`src/rtl/quadrature_step_generator.sv`:
```
// quadrature_step_generator: bus-programmable A/B quadrature edge source.
// Once started it emits REMAIN edges, one every PERIOD clocks, in the
// programmed direction, and tracks a signed 16-bit position.
// Optional feature macro: QUAD_STEP_GEN_IRQ_EN adds the irq output and the
// CTRL.IRQ_MASK bit.
module quadrature_step_generator #(
  parameter logic [15:0] PERIOD_RST = 16'd100,
  parameter logic [15:0] STEPS_RST  = 16'd0
) (
  input  logic        clk,
  input  logic        rst,
  input  logic [15:0] addr,
  input  logic        cs,
  input  logic        rd,
  input  logic        wr,
  input  logic [7:0]  data_in,
  output logic [7:0]  data_out,
  output logic        A,
  output logic        B,
  output logic        busy,
  output logic        done
`ifdef QUAD_STEP_GEN_IRQ_EN
  ,
  output logic        irq
`endif
);

  localparam logic [0:0] S_IDLE = 1'b0;
  localparam logic [0:0] S_RUN  = 1'b1;

  localparam logic [3:0] R_CTRL     = 4'h0;
  localparam logic [3:0] R_STEPS_L  = 4'h1;
  localparam logic [3:0] R_STEPS_H  = 4'h2;
  localparam logic [3:0] R_PERIOD_L = 4'h3;
  localparam logic [3:0] R_PERIOD_H = 4'h4;
  localparam logic [3:0] R_STATUS   = 4'h5;
  localparam logic [3:0] R_POS_L    = 4'h6;
  localparam logic [3:0] R_POS_H    = 4'h7;
  localparam logic [3:0] R_REM_L    = 4'h8;
  localparam logic [3:0] R_REM_H    = 4'h9;

  logic [0:0]  state;
  logic        ctrl_dir;
  logic [15:0] steps;
  logic [15:0] period;
  logic        act_dir;
  logic [15:0] work_period;
  logic [15:0] cnt;
  logic [15:0] remain;
  logic [15:0] pos;
  logic        zero_pend;
  logic        mask_bit;

  logic        addr_ok;
  logic        wr_en;
  logic        rd_en;
  logic        ctrl_wr;
  logic        start_req;
  logic        stop_req;
  logic        status_rd;
  logic        edge_tick;
  logic        run_start;
  logic        run_finish;
  logic [15:0] eff_period;
  logic [1:0]  ab_next;
  logic [7:0]  rd_mux;

  // Bus decode: any upper address bit set makes the access a no-op.
  assign addr_ok   = (addr[15:4] == 12'h000);
  assign wr_en     = cs & wr & addr_ok;
  assign rd_en     = cs & rd & addr_ok;
  assign ctrl_wr   = wr_en && (addr[3:0] == R_CTRL);
  assign stop_req  = ctrl_wr && data_in[2];
  assign start_req = ctrl_wr && data_in[0] && !data_in[2];
  assign status_rd = rd_en && (addr[3:0] == R_STATUS);

  // A zero period would never tick, so it runs at the fastest rate instead.
  assign eff_period = (period == 16'd0) ? 16'd1 : period;

  assign edge_tick  = (state == S_RUN) && (cnt == 16'd1);
  assign run_start  = (state == S_IDLE) && start_req && (steps != 16'd0);
  assign run_finish = edge_tick && !stop_req && (remain == 16'd1);

  // Gray step: forward A leads B (00,10,11,01), reverse walks the other way.
  assign ab_next = act_dir ? {B, ~A} : {~B, A};

`ifdef QUAD_STEP_GEN_IRQ_EN
  logic irq_mask;
  assign mask_bit = irq_mask;

  // CTRL.IRQ_MASK register.
  always_ff @(posedge clk) begin
    if (rst) irq_mask <= 1'b0;
    else if (ctrl_wr) irq_mask <= data_in[3];
  end

  // irq trails done by one clock, gated by the mask.
  always_ff @(posedge clk) begin
    if (rst) irq <= 1'b0;
    else irq <= done & irq_mask;
  end
`else
  assign mask_bit = 1'b0;
`endif

  // Config registers: only read back, latched into working copies on START.
  always_ff @(posedge clk) begin
    if (rst) begin
      ctrl_dir <= 1'b0;
      steps    <= STEPS_RST;
      period   <= PERIOD_RST;
    end else if (wr_en) begin
      case (addr[3:0])
        R_CTRL:     ctrl_dir     <= data_in[1];
        R_STEPS_L:  steps[7:0]   <= data_in;
        R_STEPS_H:  steps[15:8]  <= data_in;
        R_PERIOD_L: period[7:0]  <= data_in;
        R_PERIOD_H: period[15:8] <= data_in;
        default: ;
      endcase
    end
  end

  // Run FSM: period counter, phase stepping, position and remaining count.
  always_ff @(posedge clk) begin
    if (rst) begin
      state       <= S_IDLE;
      busy        <= 1'b0;
      act_dir     <= 1'b0;
      work_period <= 16'd1;
      cnt         <= 16'd1;
      remain      <= 16'd0;
      pos         <= 16'd0;
      A           <= 1'b0;
      B           <= 1'b0;
      zero_pend   <= 1'b0;
    end else begin
      zero_pend <= 1'b0;
      if (stop_req) begin
        state <= S_IDLE;
        busy  <= 1'b0;
      end else if (state == S_IDLE) begin
        if (start_req) begin
          act_dir     <= data_in[1];
          work_period <= eff_period;
          cnt         <= eff_period;
          if (steps != 16'd0) begin
            state  <= S_RUN;
            busy   <= 1'b1;
            remain <= steps;
          end else begin
            zero_pend <= 1'b1;
          end
        end
      end else if (edge_tick) begin
        cnt    <= work_period;
        {A, B} <= ab_next;
        remain <= remain - 16'd1;
        pos    <= pos + (act_dir ? 16'hFFFF : 16'h0001);
        if (remain == 16'd1) begin
          state <= S_IDLE;
          busy  <= 1'b0;
        end
      end else begin
        cnt <= cnt - 16'd1;
      end
    end
  end

  // Sticky done: completion sets it, a STATUS read or a new run clears it.
  always_ff @(posedge clk) begin
    if (rst) done <= 1'b0;
    else if (zero_pend || run_finish) done <= 1'b1;
    else if (status_rd || run_start) done <= 1'b0;
  end

  // Register read mux; pulse bits of CTRL always read back as 0.
  always_comb begin
    rd_mux = 8'h00;
    case (addr[3:0])
      R_CTRL:     rd_mux = {4'b0000, mask_bit, 1'b0, ctrl_dir, 1'b0};
      R_STEPS_L:  rd_mux = steps[7:0];
      R_STEPS_H:  rd_mux = steps[15:8];
      R_PERIOD_L: rd_mux = period[7:0];
      R_PERIOD_H: rd_mux = period[15:8];
      R_STATUS:   rd_mux = {5'b00000, act_dir, done, busy};
      R_POS_L:    rd_mux = pos[7:0];
      R_POS_H:    rd_mux = pos[15:8];
      R_REM_L:    rd_mux = remain[7:0];
      R_REM_H:    rd_mux = remain[15:8];
      default:    rd_mux = 8'h00;
    endcase
  end

  // Registered read data; returns to zero on any cycle without a read.
  always_ff @(posedge clk) begin
    if (rst) data_out <= 8'h00;
    else if (rd_en) data_out <= rd_mux;
    else data_out <= 8'h00;
  end

endmodule

```
`config.mk`:
```
export PLATFORM = sky130hd
export DESIGN_NAME = quadrature_step_generator
export DESIGN_NICKNAME = d
export VERILOG_FILES = /design/src/rtl/quadrature_step_generator.sv
export SDC_FILE = /design/constraint.sdc
export NUM_CORES = 1
export LEC_CHECK = 0
export BUFFER_PORTS_ARGS = -buffer_cell sky130_fd_sc_hd__buf_4
export CORE_MARGIN = 2
export CORE_UTILIZATION = 35
export CTS_BUF_LIST = sky130_fd_sc_hd__clkbuf_4 sky130_fd_sc_hd__clkbuf_8 sky130_fd_sc_hd__clkbuf_16
export CTS_CLUSTER_DIAMETER = 40
export DETAILED_ROUTE_END_ITERATION = 8
export SYNTH_ARGS = -nofsm -noshare
export SYNTH_HDL_FRONTEND = slang
export SYNTH_SLANG_ARGS = --single-unit
```
`constraint.sdc`:
```
create_clock -name clk -period 3.62 [get_ports clk]
set_input_delay 0.362 -clock clk [delete_from_list [all_inputs] [get_ports clk]]
set_output_delay 0.362 -clock clk [all_outputs]
set_load 0.01 [all_outputs]
```
# Yosys cells after proc, flatten, opt, wreduce, memory -nomap -nowiden
# Index checks and enable logic that the tools add are counted.
[word_totals]
register_bits = 112
latch_bits = 0
ramBits = 0
mem_bits_ro = 0
out_inout_bits = 12
n_memories = 0
[op_classes]
addsub = 3
multipliers = 0
div = 0
n_lt_le_gt_ge = 0
eq_ne = 13
n_shift = 0
mux = 24
bitwise_logic = 10
n_reduce_logical = 34
[ops]
columns = ["cell", "count"]
rows = [
  ["2-to-1 mux 16 bit", 9],
  ["one-hot mux 8 bit (10 select lines)", 1],
  ["== test 16 x 1 -> 1 bit, second input constant", 2],
  ["subtractor 16 x 1 -> 16 bit, second input constant", 2],
  ["adder 16 bit", 1],
  ["== test 4 x 3 -> 1 bit, second input constant", 4],
  ["logical NOT 16 bit", 1],
  ["nonzero test 16 bit", 1],
  ["2-to-1 mux 1 bit", 13],
  ["logical NOT 12 bit", 1],
  ["AND reduction 2 bit", 6],
  ["logical AND 1 bit", 10],
  ["== test 4 x 2 -> 1 bit, second input constant", 2],
  ["== test 4 bit, second input constant", 2],
  ["AND reduction 4 bit", 2],
  ["inverter 1 bit", 6],
  ["AND reduction 3 bit", 2],
  ["nonzero test 2 bit", 3],
  ["AND 1 bit", 4],
  ["== test 4 x 1 -> 1 bit, second input constant", 1],
  ["logical NOT 4 bit", 1],
  ["!= test 2 x 1 -> 1 bit, second input constant", 2],
  ["OR reduction 2 bit", 2],
  ["OR reduction 4 bit", 1],
  ["other kinds (3)", 5],
]

# Longest topological paths before layout
# Gate-level depths: netlist of run 1.
[logic_depth]
word_depth = 10
mapped_depth = 10
ltp_nobuf = 9

# Worst setup path before layout of run 1
# Ideal clock, no wire load.
[synth_timing]
path_kind = "reg-to-reg"
start = "register act_dir"
end = "register pos[14]"
arrival_ns = 2.461
slack_ns = 1.068
stages_incl_launch_ff = 9
n_path_buf = 0
period_less_slack_ns = 2.552
cell_sequence = "dfxtp_1 > inv_1 > fa_1 > nor2b_1 > o2111ai_1 > nand4_1 > nand2_1 > or4_1 > a311oi_1"
[synth_between]
elab_chain_len = 2
[synth_rtl]
columns = ["element", "line", "text"]
rows = [
  ["start, declared", "46", "logic act_dir;"],
  ["start signal, assigned", "144", "act_dir <= data_in[1];"],
  ["2-to-1 mux 16 bit", "159", "pos <= pos + (act_dir ? 16'hFFFF : 16'h0001);"],
  ["adder 16 bit", "159", ""],
  ["end signal, assigned", "159", ""],
  ["end, declared", "50", "logic [15:0] pos;"],
]
# No other way between the ends.
# A chain may end at the register's enable or synchronous reset.

# Worst setup path after layout of run 1
[layout_timing]
start = "register cnt[0]"
end = "register pos[15]"
[layout_between]
elab_chain_len = 3
[layout_rtl]
columns = ["element", "line", "text"]
rows = [
  ["start, declared", "48", "logic [15:0] cnt;"],
  ["start signal, assigned", "146", "cnt <= eff_period;"],
  ["start signal, assigned", "156", "cnt <= work_period;"],
  ["start signal, assigned", "165", "cnt <= cnt - 16'd1;"],
  ["== test 16 x 1 -> 1 bit", "80", "assign edge_tick = (state == S_RUN) && (cnt == 16'd1);"],
  ["logical AND 1 bit", "80", ""],
  ["AND reduction 3 bit (no source line)", "--", ""],
]
# No other way between the ends.

==> results of run 1 <==
layer usage:
metal	share of wire (%)	track usage, %	up-vias
met4	2.9	8.53	0
met3	8.8	5.61	48
met1	45	29.7	3009
li1	-	-	3108
met2	43	31.8	267
met5	0	0	-
layout make-up:
cell class	count	area, µm²	area share [%]
Multi-Input combinational cell	680	4000	55.1
Timing Repair Buffer	51	383	5.28
Clock buffer	13	262	3.61
Tap cell	229	287	3.95
Clock inverter	3	26.3	0.363
Inverter	14	52.6	0.725
Sequential cell	112	2240	30.9
where the power goes:
part,internal (mW),switching (mW)
logic,0.0333,0.0721
registers,1.23,0.00000410
clock network,0.515,0.481
kinds of logic (layout without fill, tap and decap cells):
group	count (synthesis)	in the layout
multiplexers	37	37
XOR/XNOR	17	17
AO/OA/AOI/OAI	254	254
buffers and inverters	67	81
flip-flops	112	112
AND/OR/NAND/NOR	353	353
adder cells (fa/ha/maj)	19	19
registers in the layout, indices dropped and copies added (netlist names):
signal / count
cnt: 16
period: 16
pos: 16
remain: 16
steps: 16
work_period: 16
data_out: 8
A: 1
B: 1
act_dir: 1
busy: 1
ctrl_dir: 1
done: 1
state: 1
zero_pend: 1
synth_stat cells, types with 14 or more instances:
| library cell | n | area, µm² |
|---|---|---|
| nor4_1 | 16 | 100 |
| mux2i_1 | 28 | 280 |
| dfxtp_1 | 112 | 2240 |
| clkbuf_1 | 37 | 139 |
| a21oi_1 | 109 | 546 |
| a211oi_1 | 16 | 120 |
| o21ai_0 | 37 | 185 |
| inv_1 | 14 | 52.6 |
| nand2_1 | 141 | 529 |
| nor2_1 | 99 | 372 |
| nand3_1 | 19 | 95.1 |
| ha_1 | 18 | 225 |
per-stage QoR:
step                util (%)  setup slack, ns  cells  total power [mW]
floorplan                  -             1.07    859              1.32
global placement        38.4            0.840   1086              1.36
detailed placement      38.4            0.818   1086              1.36
CTS                     39.9            0.904   1102              2.35
global route            39.9            0.631   1102              2.40
finish                  39.9            0.885   1102              2.33
final timing paths:
check | start | end | cells after the start
max | cnt[0] | pos[15] | 8
min reg2reg | zero_pend | done | 1
max reg2reg | cnt[0] | pos[15] | 8
min | data_in[6] | period[6] | 3
critical path: stages (launching register included):
cell	delay [ns]
dfxtp_1	0.42
ha_1	0.17
nor3b_1	0.43
and4_1	0.31
and3_1	0.41
buf_4	0.33
nand2_1	0.08
mux2i_1	0.14
mux2_1	0.33
==> results.py, run 1 <==
metrics = {
    "global_routing": {
        "antenna_found_initial": 0,
        "grt_usage_pct": 21.4,
        "first_global_vias": 6053,
        "grt_max_degree": 69,
        "overflow": 0,
        "grt_pass1_wl_mm": 33.5,
    },
    "setup_path": {
        "cp-end-kind": "flip-flop",
        "crit_type": "reg -> reg",
        "crit_arrival_ns": 2.99,
        "cp_max_fo": 23,
        "startpoint_type": "flip-flop",
        "rrSetupSlack_ns": 0.88,
        "critPathRequiredTime_ns": 3.87,
    },
    "synth": {
        "synth_fp_nets": 907,
        "synth.area.mux_share_pct": 5.86,
        "yosys.area_share.adder_pct": 3.76,
        "synth_compound_area_share_pct": 24.2,
        "syn_inst": 859,
        "synth_xor_area_share_pct": 2.28,
        "synth_simple_gate_area_share_pct": 25.2,
        "seq_area_frac_synth_pct": 34.4,
        "yosysWarnings": 0,
        "syn-cell-area_mm2": 0.00652,
        "synth_seq_cells": 112,
        "ys.flop_type": "dfxtp_1",
        "synth-edff-count": 0,
        "synth_cell_type_count": 68,
        "synthArstFlopShare_pct": 0,
        "synth_top_family_by_area": "simple AND/OR/NAND/NOR gates",
        "avgSynthCellArea_um2": 7.59,
    },
    "route": {
        "wirelength_mm": 20.9,
        "drc": 0,
        "first_iter_violations": 561,
        "viasPerCell": 5.84,
        "wl_per_cell_um": 18.9,
        "first_pass_iters": 5,
        "vias": 6432,
        "antenna_left": 0,
    },
    "sta": {
        "final-max-slew-violation-count": 0,
        "relSlewSlack_pct": 45.9,
        "hold_viol_final": 0,
        "final.setup_skew_ns": 0.0118,
        "period_share_pct": 75.6,
        "finalSetupTns_ns": 0,
        "fin_hold_ws_ns": 0.263,
        "rsz0062_at_grt": "false",
        "period_needed_ns": 2.74,
        "finalSetupViolations": 0,
        "worst_pin_slew_ns": 0.806,
        "max_freq_ghz": 0.366,
    },
    "clock_tree": {
        "cts_buffers": 9,
        "clk_latency_ns": 0.37,
        "cts_tree": "built",
        "cts_root_buffer": "clkbuf_16",
        "post-cts-setup-buffer-count": 0,
        "cts_hold_buf": 0,
        "clock_path_buffers": 2,
        "cts.sinks": 112,
        "htree_num_levels": 3,
        "cts_resized": 0,
        "cts.clk_slew.worst_paths_ns": 0.08,
    },
    "placed_design": {
        "dpl-instance-area_mm2": 0.00696,
        "dp_hpwl_mm": 14.9,
        "gp_congestion": 0.946,
        "portBuffers": 40,
    },
    "final_layout": {
        "nFillCells": 1916,
        "area_growth_pct": 11.2,
        "final_common_cell": "nand2_1",
        "postLayoutCellArea_mm2": 0.00725,
        "diodes": 0,
        "final_nets": 916,
        "layout_common_cells": "141 x nand2_1, 112 x dfxtp_1, 109 x a21oi_1",
        "layout-drive-gt1-share_pct": 9.62,
    },
    "floorplanning": {
        "start_util_pct": 35.9,
        "die_area_mm2": 0.0197,
        "num_rows": 49,
        "core_mm2": 0.0181,
        "pin_count": 41,
        "fp.dieW_um": 140,
        "die_h_um": 140,
    },
    "power": {
        "p_leak_nw": 2.63,
        "vdd_ir_drop_max_mv": 0.255,
        "p_per_area_mw_per_mm2": 322,
    },
    "run_status": {
        "status": "finished, final reports clean",
    },
    "worst_hold_path": {
        "hold_path_class": "in -> reg",
    },
    "run": {
        "maxCapViolations": 0,
    },
}
Power figures use the tool's default switching activity.
==> run 2, diff against run 1 <==
clock period = 2.2 ns   (was 3.62 ns; I/O delays follow)
==> run 2 against run 1 <==
Compared with the run above:
- the flow now finishes with violations (setup timing)
- combinational power is 73% higher
- worst setup slack worse by 0.96 ns
- sequential share of layout area is 3.7 points lower
==> results.py, run 2 (same netlist as run 1, synthesis figures left out) <==
metrics = {
    "sta": {
        "period_needed_ns": 2.27,
        "max_freq_ghz": 0.440,
        "final.setup_skew_ns": 0.0125,
        "worst_pin_slew_ns": 0.740,
        "hold_viol_final": 0,
        "final-max-slew-violation-count": 0,
        "period_share_pct": 103,
        "finalSetupViolations": 1,
        "finalSetupTns_ns": -0.0737,
        "rsz0062_at_grt": "true",
        "setup_slack_ns": -0.0737,
        "relSlewSlack_pct": 50.3,
    },
    "worst_hold_path": {
        "hold_path_class": "in -> reg",
    },
    "global_routing": {
        "met3_usage_pct": 3.21,
        "antenna_found_initial": 1,
        "grt_usage_pct": 22.7,
        "first_global_vias": 6167,
        "grt_pass1_wl_mm": 34.9,
        "overflow": 0,
        "busiest_layer": "met1",
        "grt_max_degree": 50,
        "grt_util_met2_pct": 33.1,
        "use_met1_pct": 33.2,
    },
    "placed_design": {
        "portBuffers": 40,
        "gp_congestion": 0.971,
        "dp_hpwl_mm": 16.4,
        "dp.cells": 1174,
    },
    "route": {
        "first_iter_violations": 796,
        "wirelength_mm": 22.7,
        "viasPerCell": 5.72,
        "drc": 0,
        "antenna_left": 0,
        "first_pass_iters": 5,
        "vias": 6837,
        "wl_per_cell_um": 19.0,
    },
    "run_status": {
        "status": "finished with violations",
        "violations": "setup timing",
    },
    "clock_tree": {
        "cts_root_buffer": "clkbuf_16",
        "clock_path_buffers": 2,
        "clk_latency_ns": 0.37,
        "cts.clk_slew.worst_paths_ns": 0.08,
        "cts_buffers": 9,
        "cts_tree": "built",
        "htree_num_levels": 3,
        "cts.sinks": 112,
        "cts_hold_buf": 0,
    },
    "setup_path": {
        "path_delay_family": "compound AO/OA/AOI/OAI gates",
        "crit_type": "reg -> reg",
        "cp_max_fo": 4,
        "startpoint_type": "flip-flop",
        "crit_chain": "buf_12 -> ha_4 -> a211oi_2 -> o21bai_2 -> o2111ai_2 -> a31oi_4 -> a21oi_2 -> mux2i_1 -> mux2_1",
        "cp-end-kind": "flip-flop",
        "crit_buf_inv": 1,
        "crit_arrival_ns": 2.52,
        "critPathMaxStageDelay_ns": 0.37,
        "critPathRequiredTime_ns": 2.45,
        "cp_slowest_cell": "dfxtp_4",
    },
    "floorplanning": {
        "pin_count": 41,
        "num_rows": 49,
        "start_util_pct": 35.9,
        "core_mm2": 0.0181,
        "die_area_mm2": 0.0197,
        "die_h_um": 140,
        "fp.dieW_um": 140,
    },
    "final_layout": {
        "fin_util_pct": 45.5,
        "seq_area_mm2": 0.00225,
        "final_nets": 1010,
        "diodes": 0,
        "layout_common_cells": "141 x nand2_1, 138 x buf_4, 107 x dfxtp_1",
        "stdcell_count": 1196,
        "layout-drive-gt1-share_pct": 21.9,
        "area_growth_pct": 26.7,
        "nFillCells": 1865,
        "final_common_cell": "nand2_1",
        "multi_input_area_mm2": 0.00419,
    },
    "run": {
        "maxCapViolations": 0,
    },
    "power": {
        "p_leak_nw": 3.15,
        "total_power_mw": 4.00,
        "vdd_ir_drop_max_mv": 0.502,
        "p_per_area_mw_per_mm2": 484,
    },
}
[run 2: worst reg2reg max path: cells and delay by family (launching register included)]
family / cells / cell delay, ns
AOI/OAI and AO/OA: 5 / 0.90
adders and majority gates: 1 / 0.21
buffers and inverters: 1 / 0.14
DFF: 1 / 0.37
muxes: 2 / 0.55
[run 2: cell type report]
| type | instances | share of cell area, % |
|---|---|---|
| clock inverter | 7 | 1.11 |
| tap | 229 | 3.47 |
| clock buffer | 9 | 2.73 |
| multi-input combinational | 680 | 50.8 |
| inverter | 14 | 0.636 |
| timing repair buffer | 145 | 14.0 |
| sequential | 112 | 27.3 |
[run 2: per-stage QoR]
step,setup slack (ns),cell area (µm²),hold WS (ns)
final,-0.0737,8260,0.0997
after global routing,-0.153,8260,0.120
after CTS,-0.0616,8110,0.0945
after detailed placement,-0.0991,7720,0.435
after global placement,-0.0106,7720,0.438
after floorplan,0.00672,6570,0.348
[run 2: worst paths after layout]
kind | start | depth (start not counted) | slack (ns) | end
worst max-delay path | act_dir | 9 | -0.07 | pos[15]
worst min register to register | zero_pend | 1 | 0.45 | done
worst max register to register | act_dir | 9 | -0.07 | pos[15]
worst min-delay path | data_in[5] | 3 | 0.1 | period[5]
[run 2: power by group]
part / switching [mW] / internal, mW / leakage (nW)
registers: 0.00000490 / 2.02 / 0.904
clock network: 0.880 / 0.915 / 0.156
logic: 0.119 / 0.0625 / 2.09
total: 0.999 / 3.00 / 3.15
[run 2: repair_timing]
item	in CTS	in global routing
resized for setup	9	28
buffers inserted	4	2
setup endpoints to repair	2	13
gates cloned	0	0
pin swaps	10	16
[run 2: metal layers]
layer	vias up	wire [µm]
met5	-	0
met4	0	865
met3	50	1570
met2	293	9630
met1	3193	10600
li1	3301	-
